### config.mk
export PLATFORM = sky130hd
export DESIGN_NAME = uart_rx_frame
export DESIGN_NICKNAME = d
export VERILOG_FILES = /design/src/rtl/uart_rx_frame.sv
export SDC_FILE = /design/constraint.sdc
export NUM_CORES = 1
export LEC_CHECK = 0
export ABC_AREA = 1
export CORE_ASPECT_RATIO = 1.1
export CORE_MARGIN = 1.5
export CORE_UTILIZATION = 50
export CTS_CLUSTER_DIAMETER = 50
export CTS_CLUSTER_SIZE = 28
export DETAILED_ROUTE_END_ITERATION = 6
export DONT_BUFFER_PORTS = 1
export PLACE_DENSITY = 0.62
export SLEW_MARGIN = 10
export SYNTH_ARGS = -nofsm -noshare
export SYNTH_HDL_FRONTEND = slang
export SYNTH_SLANG_ARGS = --single-unit
### constraint.sdc
create_clock -name CLK -period 3.6 [get_ports CLK]
set_input_delay 0.54 -clock CLK [delete_from_list [all_inputs] [get_ports CLK]]
set_output_delay 0.54 -clock CLK [all_outputs]
set_load 0.02 [all_outputs]
### src/rtl/uart_rx_frame.sv
// -----------------------------------------------------------------------------
// uart_rx_frame
//
// Receives one UART frame from the serial line. A frame is a start bit, WIDTH
// data bits (LSB first), an optional parity bit and one stop bit. Each bit
// lasts PRESCALE CLK cycles. The receiver takes three samples around mid-bit
// and uses the majority value for the bit.
//
// Parity convention (matches the transmit path):
//   even type: parity bit = XOR of the data bits
//   odd type : parity bit = XNOR of the data bits
//
// Optional feature:
//   UART_RX_SYNC_EN  - When defined, RX_IN passes through a 2-flop
//                      synchronizer (reset value 1) before the FSM. This adds
//                      2 CLK cycles to every latency.
//                    - When undefined, RX_IN drives the FSM directly. The
//                      caller must then supply a synchronous input.
//
// Ports:
//   CLK         oversampling clock
//   RST         asynchronous active-low reset
//   RX_IN       serial line, idle high
//   PRESCALE    CLK cycles per bit (8, 16 or 32; any other value acts as 8)
//   PAR_EN      1 = frame carries a parity bit
//   PAR_TYP     0 = even, 1 = odd
//   P_DATA      last word received without error
//   data_valid  one-cycle pulse when P_DATA is updated
//   par_err     one-cycle pulse on a parity mismatch
//   stp_err     one-cycle pulse when the stop bit is sampled as 0
//
// PRESCALE, PAR_EN and PAR_TYP are captured when the start edge is seen.
// Changes to them while a frame is in progress are ignored.
// -----------------------------------------------------------------------------
module uart_rx_frame #(
    parameter int WIDTH      = 8,
    parameter int PRESCALE_W = 6
) (
    input  logic                  CLK,
    input  logic                  RST,
    input  logic                  RX_IN,
    input  logic [PRESCALE_W-1:0] PRESCALE,
    input  logic                  PAR_EN,
    input  logic                  PAR_TYP,
    output logic [WIDTH-1:0]      P_DATA,
    output logic                  data_valid,
    output logic                  par_err,
    output logic                  stp_err
);

    localparam int CNT_W = (WIDTH > 1) ? $clog2(WIDTH) : 1;
    localparam logic [PRESCALE_W-1:0] ONE_P   = PRESCALE_W'(1);
    localparam logic [CNT_W-1:0]      LAST_BIT = CNT_W'(WIDTH - 1);

    typedef enum logic [2:0] {
        S_IDLE   = 3'd0,
        S_START  = 3'd1,
        S_DATA   = 3'd2,
        S_PARITY = 3'd3,
        S_STOP   = 3'd4
    } state_t;

    // Map any unsupported prescale value to 8.
    function automatic logic [PRESCALE_W-1:0] decode_prescale(input logic [PRESCALE_W-1:0] p);
        case (p)
            PRESCALE_W'(8):  return PRESCALE_W'(8);
            PRESCALE_W'(16): return PRESCALE_W'(16);
            PRESCALE_W'(32): return PRESCALE_W'(32);
            default:         return PRESCALE_W'(8);
        endcase
    endfunction

    // Expected parity bit: XOR for even type, XNOR for odd type.
    function automatic logic expected_parity(input logic [WIDTH-1:0] d, input logic odd);
        return odd ? ~^d : ^d;
    endfunction

    // Majority of three samples.
    function automatic logic majority3(input logic [2:0] s);
        return (s[0] & s[1]) | (s[0] & s[2]) | (s[1] & s[2]);
    endfunction

    logic rx_s;

`ifdef UART_RX_SYNC_EN
    logic sync1_q;
    logic sync2_q;

    // Two-flop synchronizer. Reset value is 1 so the idle line does not look
    // like a start bit.
    always_ff @(posedge CLK or negedge RST) begin
        if (!RST) begin
            sync1_q <= 1'b1;
            sync2_q <= 1'b1;
        end else begin
            sync1_q <= RX_IN;
            sync2_q <= sync1_q;
        end
    end

    assign rx_s = sync2_q;
`else
    assign rx_s = RX_IN;
`endif

    state_t                  state_q,      state_d;
    logic [PRESCALE_W-1:0]   edge_cnt_q,   edge_cnt_d;
    logic [CNT_W-1:0]        bit_cnt_q,    bit_cnt_d;
    logic [2:0]              samp_q,       samp_d;
    logic [WIDTH-1:0]        shift_q,      shift_d;
    logic [PRESCALE_W-1:0]   prescale_q,   prescale_d;
    logic                    par_en_q,     par_en_d;
    logic                    par_typ_q,    par_typ_d;
    logic                    par_bad_q,    par_bad_d;
    logic [WIDTH-1:0]        p_data_q,     p_data_d;
    logic                    data_valid_q, data_valid_d;
    logic                    par_err_q,    par_err_d;
    logic                    stp_err_q,    stp_err_d;

    logic [PRESCALE_W-1:0]   half_s;
    logic                    last_edge_s;
    logic                    bit_s;

    assign half_s      = prescale_q >> 1;
    assign last_edge_s = (edge_cnt_q == (prescale_q - ONE_P));
    assign bit_s       = majority3(samp_q);

    // Next-state and datapath logic for the frame FSM.
    always_comb begin
        state_d      = state_q;
        edge_cnt_d   = edge_cnt_q;
        bit_cnt_d    = bit_cnt_q;
        samp_d       = samp_q;
        shift_d      = shift_q;
        prescale_d   = prescale_q;
        par_en_d     = par_en_q;
        par_typ_d    = par_typ_q;
        par_bad_d    = par_bad_q;
        p_data_d     = p_data_q;
        data_valid_d = 1'b0;
        par_err_d    = 1'b0;
        stp_err_d    = 1'b0;

        if (state_q == S_IDLE) begin
            edge_cnt_d = '0;
            bit_cnt_d  = '0;
        end else begin
            // Inside a frame: step the bit-time counter and take the three
            // samples around mid-bit.
            if (last_edge_s) begin
                edge_cnt_d = '0;
            end else begin
                edge_cnt_d = edge_cnt_q + ONE_P;
            end
            if (edge_cnt_q == (half_s - ONE_P)) begin
                samp_d[0] = rx_s;
            end else if (edge_cnt_q == half_s) begin
                samp_d[1] = rx_s;
            end else if (edge_cnt_q == (half_s + ONE_P)) begin
                samp_d[2] = rx_s;
            end else begin
                samp_d = samp_q;
            end
        end

        case (state_q)
            S_IDLE: begin
                if (!rx_s) begin
                    state_d    = S_START;
                    prescale_d = decode_prescale(PRESCALE);
                    par_en_d   = PAR_EN;
                    par_typ_d  = PAR_TYP;
                    par_bad_d  = 1'b0;
                end else begin
                    state_d = S_IDLE;
                end
            end
            S_START: begin
                // A high majority means the start was a glitch. Return to
                // IDLE without any pulse.
                if (last_edge_s) begin
                    state_d = bit_s ? S_IDLE : S_DATA;
                end else begin
                    state_d = S_START;
                end
            end
            S_DATA: begin
                if (last_edge_s) begin
                    shift_d = {bit_s, shift_q[WIDTH-1:1]};
                    if (bit_cnt_q == LAST_BIT) begin
                        bit_cnt_d = '0;
                        state_d   = par_en_q ? S_PARITY : S_STOP;
                    end else begin
                        bit_cnt_d = bit_cnt_q + CNT_W'(1);
                    end
                end else begin
                    state_d = S_DATA;
                end
            end
            S_PARITY: begin
                if (last_edge_s) begin
                    par_bad_d = (bit_s != expected_parity(shift_q, par_typ_q));
                    state_d   = S_STOP;
                end else begin
                    state_d = S_PARITY;
                end
            end
            S_STOP: begin
                if (last_edge_s) begin
                    state_d   = S_IDLE;
                    par_err_d = par_bad_q;
                    stp_err_d = ~bit_s;
                    // A failed frame leaves the previous word in P_DATA.
                    if (bit_s && !par_bad_q) begin
                        p_data_d     = shift_q;
                        data_valid_d = 1'b1;
                    end else begin
                        p_data_d = p_data_q;
                    end
                end else begin
                    state_d = S_STOP;
                end
            end
            default: begin
                state_d = S_IDLE;
            end
        endcase
    end

    // Frame FSM state and registered outputs.
    always_ff @(posedge CLK or negedge RST) begin
        if (!RST) begin
            state_q      <= S_IDLE;
            edge_cnt_q   <= '0;
            bit_cnt_q    <= '0;
            samp_q       <= 3'b000;
            shift_q      <= '0;
            prescale_q   <= PRESCALE_W'(8);
            par_en_q     <= 1'b0;
            par_typ_q    <= 1'b0;
            par_bad_q    <= 1'b0;
            p_data_q     <= '0;
            data_valid_q <= 1'b0;
            par_err_q    <= 1'b0;
            stp_err_q    <= 1'b0;
        end else begin
            state_q      <= state_d;
            edge_cnt_q   <= edge_cnt_d;
            bit_cnt_q    <= bit_cnt_d;
            samp_q       <= samp_d;
            shift_q      <= shift_d;
            prescale_q   <= prescale_d;
            par_en_q     <= par_en_d;
            par_typ_q    <= par_typ_d;
            par_bad_q    <= par_bad_d;
            p_data_q     <= p_data_d;
            data_valid_q <= data_valid_d;
            par_err_q    <= par_err_d;
            stp_err_q    <= stp_err_d;
        end
    end

    assign P_DATA     = p_data_q;
    assign data_valid = data_valid_q;
    assign par_err    = par_err_q;
    assign stp_err    = stp_err_q;

endmodule

==> results.yml <==
global_routing:
  grt_max_degree: 40
  first_global_vias: 1519
  antenna_found_initial: 0
  grt.total_usage_pct: 18.55
  grt_first_pass_wirelength_microns: 6624
  grt_remaining_overflow: 0
floorplanning:
  dieArea_sq_mm: 0.004694
  coreArea_sq_mm: 0.004054
  fp.dieW_microns: 65.46
  die_h_microns: 71.71
  start_util_pct: 52.93
  fp-row-count: 24
  io_pins: 22
synth:
  synthXorXnorAreaFrac_pct: 3.265
  netlist_instances: 276
  synth-seq-area-share_pct: 46.71
  muxShareOfSynthArea_pct: 0
  syn_nets: 293
  yosys_warnings: 0
  synthAdderAreaFrac_pct: 3.499
  netlist.area_leader.share_pct: 45.48
  synth.cell_area_sq_mm: 0.002146
  synth-compound-area-share_pct: 8.280
  synth_top_family_by_area: "simple AND/OR/NAND/NOR gates"
  synthSimpleGateAreaFrac_pct: 30.55
  synth-seq-cells: 40
  yosys.area.top_type: "dfrtp_1"
  synth_cell_type_count: 27
  syn_area_per_cell_sq_um: 7.775
  yosys-top-cells-area: "dfrtp_1, nand2_1, inv_1"
critical_path:
  crit_arrival_ps: 2320
  end_kind: "flip-flop"
  crit_path_start_kind: "flip-flop"
  crit_type: "reg2reg"
  crit_fanout: 20
  crit_required_ps: 3820
power:
  power.share.switching_pct: 37.08
  p_sw_w: 0.0005111
  seq_power_share_pct: 44.2
  intPower_w: 0.0008673
  ir_worst_vdd_v: 0.0003474
  p_comb_share_pct: 33.7
  leakagePower_nw: 1.200
  powerDensity_mw_per_mm2: 600.6
  p_clk_share_pct: 22.1
placed_design:
  gp_congestion: 0.8438
  dp_slack_ps: 1530
  numPortBuffers: 0
  dpl.hpwl_microns: 2781
finish:
  seq_area_sq_mm: 0.001002
  drive_above_1_share_pct: 8.865
  nets: 298
  syn_to_final_growth_pct: 6.939
  multi_input_area_sq_um: 978.4
  n_antenna_cell: 0
  fillers: 397
drt:
  drt_pass1_iterations: 4
  vias_per_cell: 4.994
  wl_per_cell_microns: 11.50
  drtAntennaViolNets: 0
  drt_iter0_markers: 90
  routed-via-count: 1668
  drcViolationCount: 0
  finalWirelength_microns: 3840
timing:
  worst_pin_slew_ps: 421.0
  period_needed_ps: 2095
  finalSetupTns_ps: 0
  setup_ws_ps: 1505
  final_max_slew_viol_count: 0
  finalCritPeriodShare_pct: 58.19
  slew_headroom_pct: 71.72
  skew_ps: 4.108
  fmax_mhz: 477.4
  hold_viol_final: 0
  setup_viol: 0
  rsz0062_at_grt: "false"
min_path:
  worst_hold_path_type: "in2async"
clocking:
  ctsResizeCount: 0
  clk_latency_ps: 290
  cts_made_buffers: 5
  clkTransAtPathRegs_ps: 70
  cts_tree: "done"
  clk_path_buf_depth: 2
  cts_root_buf: "clkbuf_8"
  htree_levels: 2
  clock_sinks: 40
flow_run:
  max_cap_viol_count: 0
status:
  status: "completed"
## routing by layer
layer | vias up | part of all wire, % | wire (microns) | track usage (%)
met1 | 765 | 45 | 1742 | 22.01
met4 | 0 | 1.7 | 65 | 8.796
met2 | 24 | 49 | 1888 | 31.18
li1 | 872 | - | - | -
met3 | 7 | 3.8 | 144 | 4.867
met5 | - | 0 | 0 | 0
## worst paths after layout
| check | start | end | slack (ps) | cells after the start |
|---|---|---|---|---|
| max | prescale_q[3] | bit_cnt_q[0] | 1510 | 7 |
| min | RST | prescale_q[3] | 90 | 0 |
| max reg2reg | prescale_q[3] | bit_cnt_q[0] | 1510 | 7 |
| min reg2reg | samp_q[1] | samp_q[1] | 480 | 2 |
| max in group asynchronous | RST | shift_q[3] | 3330 | 1 |
| min in group CLK | RX_IN | samp_q[0] | 360 | 2 |
## per-stage QoR
step / hold WS [ps] / area [sq um] / instances / utilization, % / power (W)
global route: 71.18 / 2295 / 334 / 56.60 / 0.001510
global placement: 245.3 / 2185 / 325 / 53.89 / 0.001069
detailed placement: 245.2 / 2185 / 325 / 53.89 / 0.001076
floorplan: 244.4 / 2146 / 276 / - / 0.0009813
CTS: 72.46 / 2295 / 334 / 56.60 / 0.001401
finish: 88.47 / 2295 / 334 / 56.60 / 0.001378
## state kept, by name, indices dropped and copies added (netlist names), 3 cells and up
signal	flops
P_DATA	8
bit_cnt_q	3
edge_cnt_q	6
prescale_q	3
samp_q	3
shift_q	8
state_q	3
## Yosys cell counts, drive strengths merged
library cell / n
dfrtp: 39
nand2: 100
xnor2: 3
dfstp: 1
o21a: 1
xor2: 5
nor2: 22
nand4: 4
inv: 37
clkbuf: 1
ha: 6
nand3: 18
or2: 2
nor3b: 2
o22ai: 1
o21ai: 25
buf: 2
nor3: 6
a21oi: 1
## cell usage in the layout (no fill, tap or decap)
cell,n
a21oi_1,1
or2_1,1
nand4_1,4
nor3_1,6
o21ai_2,9
clkbuf_8,6
inv_1,35
or2_2,1
xnor2_1,3
nand3_1,17
nor2_2,1
nor2_4,1
clkbuf_1,2
nor2_1,20
nor3b_1,2
o21a_1,1
dfrtp_1,39
nand3_2,1
o22ai_1,1
xor2_1,5
ha_1,6
o21ai_0,16
nand2_1,98
inv_2,2
nand2_4,1
dfstp_2,1
nand2_2,1
buf_12,1
## layout make-up
class                           count  share of cell area (%)
Tap cell                           52                   2.835
Sequential cell                    40                   43.67
Inverter                           37                   6.052
Multi-Input combinational cell    196                   42.64
Timing Repair Buffer                1                  0.8724
Clock buffer                        8                   3.926
## cells by family after synthesis
family	Yosys count
compound gates	28
xor+xnor	8
flops	40
buf+inv	40
fa+ha+maj	6
simple gates	154
## what timing repair did
action	4_1_cts	5_1_grt
buffers inserted	0	0
hold endpoints to repair	39	0
setup endpoints to repair	0	0
hold buffers	1	0
## worst max-delay path, stage by stage (launching register included)
cell and delay, ps:
dfstp_2 550, inv_1 80, ha_1 340, xnor2_1 170, nor2_4 140, nand3_2 280
or2_1 360, o21ai_2 110
## power groups by stage
stage | clock network, W | logic (W) | registers, W
4_1_cts | 0.000321 | 0.000471 | 0.000609
6_report | 0.000305 | 0.000464 | 0.000609
3_5_place_dp | 0 | 0.000458 | 0.000618
2_1_floorplan | 0 | 0.000382 | 0.000599
3_3_place_gp | 0 | 0.000451 | 0.000618
5_1_grt | 0.000333 | 0.000554 | 0.000623
Note: power is estimated with default switching activity, not from simulation.
